===== config.mk =====
export PLATFORM = sky130hd
export DESIGN_NAME = sw_debounce
export DESIGN_NICKNAME = d
export VERILOG_FILES = /design/src/rtl/sw_debounce.sv
export SDC_FILE = /design/constraint.sdc
export NUM_CORES = 1
export LEC_CHECK = 0
export CAP_MARGIN = 0
export CORE_MARGIN = 10
export CORE_UTILIZATION = 28
export DETAILED_ROUTE_END_ITERATION = 10
export PLACE_DENSITY = 0.47
export SKIP_LAST_GASP = 1
export SYNTH_ARGS = -nofsm -noshare
export SYNTH_HDL_FRONTEND = slang
export SYNTH_SLANG_ARGS = --single-unit

===== constraint.sdc =====
create_clock -name CLOCK_50 -period 13.4 [get_ports CLOCK_50]
set_input_delay 2.68 -clock CLOCK_50 [delete_from_list [all_inputs] [get_ports CLOCK_50]]
set_output_delay 2.68 -clock CLOCK_50 [all_outputs]
set_load 0.03 [all_outputs]

===== src/rtl/sw_debounce.sv =====
// sw_debounce: synchronise, debounce and edge-detect slide switches for the PIO input port.
module sw_debounce #(
    parameter int WIDTH        = 16,
    parameter int TICK_CYCLES  = 50000,
    parameter int STABLE_TICKS = 20
) (
    input  logic             CLOCK_50,
    input  logic             reset,
    input  logic [WIDTH-1:0] sw_raw,
    input  logic [WIDTH-1:0] capture_clr,
    output logic [WIDTH-1:0] sw_clean,
    output logic [WIDTH-1:0] sw_rise,
    output logic [WIDTH-1:0] sw_fall,
    output logic             any_change,
    output logic [WIDTH-1:0] edge_capture
);
    localparam int TW = $clog2(TICK_CYCLES);

    logic [TW-1:0]           tick_cnt_q, tick_cnt_d;
    logic                    tick;
    logic [WIDTH-1:0]        s1_q, s2_q, clean_q, clean_d, rise_q, fall_q, cap_q, cap_d;
    logic                    any_q;
    logic [WIDTH-1:0][4:0]   cnt_q, cnt_d;

    always_comb begin
        tick       = tick_cnt_q == TW'(TICK_CYCLES - 1);
        tick_cnt_d = tick ? '0 : tick_cnt_q + 1'b1;
        clean_d    = clean_q;
        cnt_d      = cnt_q;
        // Any cycle where s2 agrees with the clean level restarts the window.
        for (int i = 0; i < WIDTH; i++) begin
            if (s2_q[i] == clean_q[i]) begin
                cnt_d[i] = '0;
            end else if (tick) begin
                if (cnt_q[i] == 5'(STABLE_TICKS - 1)) begin
                    clean_d[i] = s2_q[i];
                    cnt_d[i]   = '0;
                end else begin
                    cnt_d[i] = cnt_q[i] + 5'd1;
                end
            end
        end
        cap_d = (cap_q & ~capture_clr) | rise_q | fall_q;
    end

    always_ff @(posedge CLOCK_50 or posedge reset) begin
        if (reset) begin
            tick_cnt_q <= '0;
            s1_q       <= '0;
            s2_q       <= '0;
            clean_q    <= '0;
            rise_q     <= '0;
            fall_q     <= '0;
            any_q      <= 1'b0;
            cap_q      <= '0;
            cnt_q      <= '0;
        end else begin
            tick_cnt_q <= tick_cnt_d;
            s1_q       <= sw_raw;
            s2_q       <= s1_q;
            clean_q    <= clean_d;
            rise_q     <= clean_d & ~clean_q;
            fall_q     <= ~clean_d & clean_q;
            any_q      <= |(clean_d ^ clean_q);
            cap_q      <= cap_d;
            cnt_q      <= cnt_d;
        end
    end

    assign sw_clean     = clean_q;
    assign sw_rise      = rise_q;
    assign sw_fall      = fall_q;
    assign any_change   = any_q;
    assign edge_capture = cap_q;
endmodule


* Word level (Yosys, flattened, before mapping)
Cells that the tools add are included.
Word-level totals: bits in latches 0, logic and storage cells 197, memory bits (read-only) 0, input bits 34, memory bits (writable) 0, memories kept 0, register bits after elaboration 193, output and inout bits 65
Operators by class: shift-type cells 0, reductions and logical operators 17, bitwise logic cells 9, $add $sub $neg 17, multiplexer cells 97, magnitude comparators 0, multiply operators 0, div/mod/pow operators 0, eq/ne operators 33
Operators with widths (number):
- $mux 5 | 48
- $add 5x1->5 const B | 16
- $eq 5x5->1 const B | 16
- $and 16x16->16 | 3
- $mux 1 | 48
- $not 16->16 | 3
- $or 16x16->16 | 2
- $reduce_bool 2->1 | 16
- $add 16x1->16 const B | 1
- $eq 1x1->1 | 16
- $eq 16x16->1 const B | 1
- $mux 16 | 1
- $reduce_or 16->1 | 1
- $xor 16x16->16 | 1

* Logic depth before layout (Yosys ltp)
depth after elaboration 6, depth in mapped cells 11, depth with buffers taken out 8

* Worst setup path before layout
Ideal clock, no wire load.
kind reg2out, from reg clean_q[8] (netlist: sw_clean[8]), to out sw_clean[8], data arrival time 555 ps, buffers on the path 0, data required time 10720 ps, stages on the path, launching flop included 1, path slack 10165 ps, path through dfrtp_1
RTL lines:
- start: declaration | line 21 | logic [WIDTH-1:0] s1_q, s2_q, clean_q, clean_d, rise_q, fall_q, cap_q, cap_d;
- start signal: assignment | line 61 | clean_q <= clean_d;
- end: declaration | line 11 | output logic [WIDTH-1:0] sw_clean,
No word-level cell between the ends.

* Final worst setup path
from reg clean_q[11] (netlist: sw_clean[11]), to out sw_clean[11]
No word-level cell between the ends.

==> results_dict.tcl <==
set metrics [dict create \
    async_flop_share 1.00 \
    vias 6961 \
    p_per_area_nw_per_um2 104 \
    crit_required_ns 10.72 \
    critPathArrivalTime_ns 1.66 \
    gp_congestion 0.763 \
    drive_above_1_share 0.0703 \
    ys_types 42 \
    route.detailed.drc 0 \
    syn_inst 853 \
    cts.sinks 193 \
    cp_max_fo 5 \
    wl_per_cell_um 16.6 \
    worstMarginPinSlew_ns 0.898 \
    vdd_ir_drop_max_mv 0.0793 \
    nNetsFinal 1023 \
    num_io_pins 99 \
    slew_viol_final 0 \
    cp-end-kind "primary output" \
    mostFrequentLayoutCells "dfrtp_1 (193), clkdlybuf4s50_1 (98), a21oi_1 (72)" \
    overflow 0 \
    clock-root-buffer "clkbuf_16" \
    ant_nets 0 \
    clk_latency_ns 0.45 \
    synth_area_per_cell_sq_um 10.7 \
    r2r-end "any_change" \
    n_fill_cell 3195 \
    leakage_nw 4.52 \
    grt_setup_unrepaired "false" \
    die_y_um 200 \
    die_w_um 200 \
    synthesis.nets 936 \
    initial_utilization 0.286 \
    fin_crit_sh 0.324 \
    drv_cap 0 \
    path_depth 1 \
    synth_area_sq_um 9090 \
    setup_viol 0 \
    crit_slowest_cell "clkdlybuf4s50_1" \
    cts_resized 0 \
    cpLargestDelayFamily "buffers and inverters" \
    cp_cell_sequence "clkdlybuf4s50_1" \
    finalClockSkew_ns 0.0181 \
    finalSetupTns_ns 0 \
    grt_pass1_wl_um 38000 \
    hold_buffers 0 \
    cp-startpoint "sw_clean[11]" \
    reg2reg_from "tick_cnt_q[0]" \
    synth_edf_count 0 \
    critPathBufInv 1 \
    diodes 0 \
    first_iter_violations 469 \
    slew_headroom 0.402 \
    layout_commonest_cell "dfrtp_1" \
    outcome "complete, no violations" \
    cts_buffers 17 \
    slowest_delay_ns 0.76 \
    start_kind "flip-flop" \
    worstRegToRegCells 9 \
    finalWirelength_um 23100 \
    grt_max_degree 127 \
    viasPerCell 5.02 \
    first_global_vias 6783 \
    synth_warnings 0 \
    core_area_sq_um 31800 \
    seq_area_frac_synth 0.531 \
    rows 65 \
    dp_hpwl_um 14600 \
    synth_ff_type "dfrtp_1" \
    drt_first_pass_iters 4 \
    cts_buffer_depth 2 \
    htreeDepth 4 \
    ff2ff_setup_slack_ns 9.78 \
    dieArea_sq_um 40100 \
    hold_class "flip-flop to flip-flop" \
    hold_viol 0 \
    track_usage 0.115 \
    areaGrowthSynthToFinish_pct 22.5 \
    fmaxAchievable_ghz 0.230 \
    endpoint "sw_clean[11]" \
    criticalPathCategory "flip-flop to primary output" \
    cts_tree "built" \
    antenna_found_initial 0 \
    cts_setup_buffers 0 \
    clkTransAtPathRegs_ns 0.08 \
    min_period_ns 4.34 \
    total_power_mw 1.15 \
    port_buffers 98 \
    ys_ff_latch 193 \
]
==> flip-flops by register name, summed over array words and instances (netlist names) <==
| register | count |
|---|---|
| any_change | 1 |
| cnt_q | 80 |
| edge_capture | 16 |
| s1_q | 16 |
| s2_q | 16 |
| sw_clean | 16 |
| sw_fall | 16 |
| sw_rise | 16 |
| tick_cnt_q | 16 |
==> per-stage QoR <==
step                      setup slack, ns  utilization  cell area, sq um  cells  hold slack, ns
after floorplan                      5.46            -              9090    853           0.331
after global placement               8.48        0.331             10500   1356           0.333
after detailed placement             8.43        0.331             10500   1356           0.335
after CTS                            8.94        0.350             11100   1388           0.351
after global routing                 8.74        0.350             11100   1388           0.355
final                                9.06        0.350             11100   1388           0.350
==> power breakdown <==
group,switching [mW],internal [mW],total (mW)
registers,0.00378,0.587,0.590
clock network,0.263,0.271,0.535
logic,0.0181,0.0110,0.0292
total,0.285,0.869,1.15
==> cells in the mapped netlist, types with 2 or more instances <==
cell type  number  area, sq um
nor2_1         24         90.1
ha_1           49          613
or4_1          46          345
nand2_1        32          120
and3_1          6         37.5
o21ai_0        62          310
mux2_2          3         33.8
a21oi_1        72          360
clkbuf_2        3         15.0
o31ai_1        20          150
nand4_1        32          200
dfrtp_1       193         4830
clkbuf_1       27          101
o41ai_1         2         17.5
and4_1          2         17.5
nor4b_1         3         26.3
a31oi_1        26          163
nand4b_1       30          263
nor3_1         31          155
xnor2_1        22          193
or3_4           2         22.5
nand3b_1        6         45.0
nand3_1        49          245
o211ai_1       11         82.6
xor2_1         20          175
a31o_2         13          114
nor4_1          2         12.5
buf_2           6         30.0
a211o_1         2         17.5
nor2b_1         3         18.8
inv_1          39          146
mux2i_1         3         30.0
buf_6           3         33.8
==> worst reg2reg max path, cell delays in order (launching register included) <==
cell	delay, ns
dfrtp_1	0.41
ha_1	0.20
nand3_1	0.28
or3_4	0.69
nor2_4	0.25
buf_4	0.43
a31o_2	0.26
ha_1	0.23
nand4_1	0.19
or4_1	0.56
==> cell families after synthesis <==
family,after synthesis,share of synthesized area
flip-flops,193,0.531
multiplexers,6,0.00702
AND/OR/NAND/NOR,273,0.181
XOR/XNOR,42,0.0404
adder cells (fa/ha/maj),49,0.0674
AO/OA/AOI/OAI,211,0.137
buffers and inverters,79,0.0363
==> worst min path at each step <==
stage	startpoint	end	slack (ns)	cells after the start
after floorplan	s1_q[0]	s2_q[0]	0.33	0
after global placement	s1_q[1]	s2_q[1]	0.33	0
after detailed placement	s1_q[0]	s2_q[0]	0.33	0
after CTS	s1_q[0]	s2_q[0]	0.35	0
after global routing	s1_q[0]	s2_q[0]	0.35	0
final	s1_q[0]	s2_q[0]	0.35	0
==> final cells by class <==
type / count / area [sq um] / area share
clock inverters: 15 / 184 / 0.0165
flip-flops and latches: 193 / 4830 / 0.433
inverters: 39 / 154 / 0.0138
multi-input cells: 581 / 3950 / 0.354
repair buffers: 108 / 1060 / 0.0948
clock buffers: 17 / 425 / 0.0382
well taps: 435 / 544 / 0.0488
==> per-layer routing <==
metal | up-vias | routed length (um) | part of all wire | track usage
met4 | 0 | 283 | 0.012 | 0.0292
li1 | 3364 | - | - | -
met1 | 3469 | 11300 | 0.49 | 0.157
met5 | - | 0 | 0 | 0
met2 | 106 | 10700 | 0.47 | 0.181
met3 | 22 | 715 | 0.031 | 0.0242
Note: power is estimated with default switching activity, not from simulation.
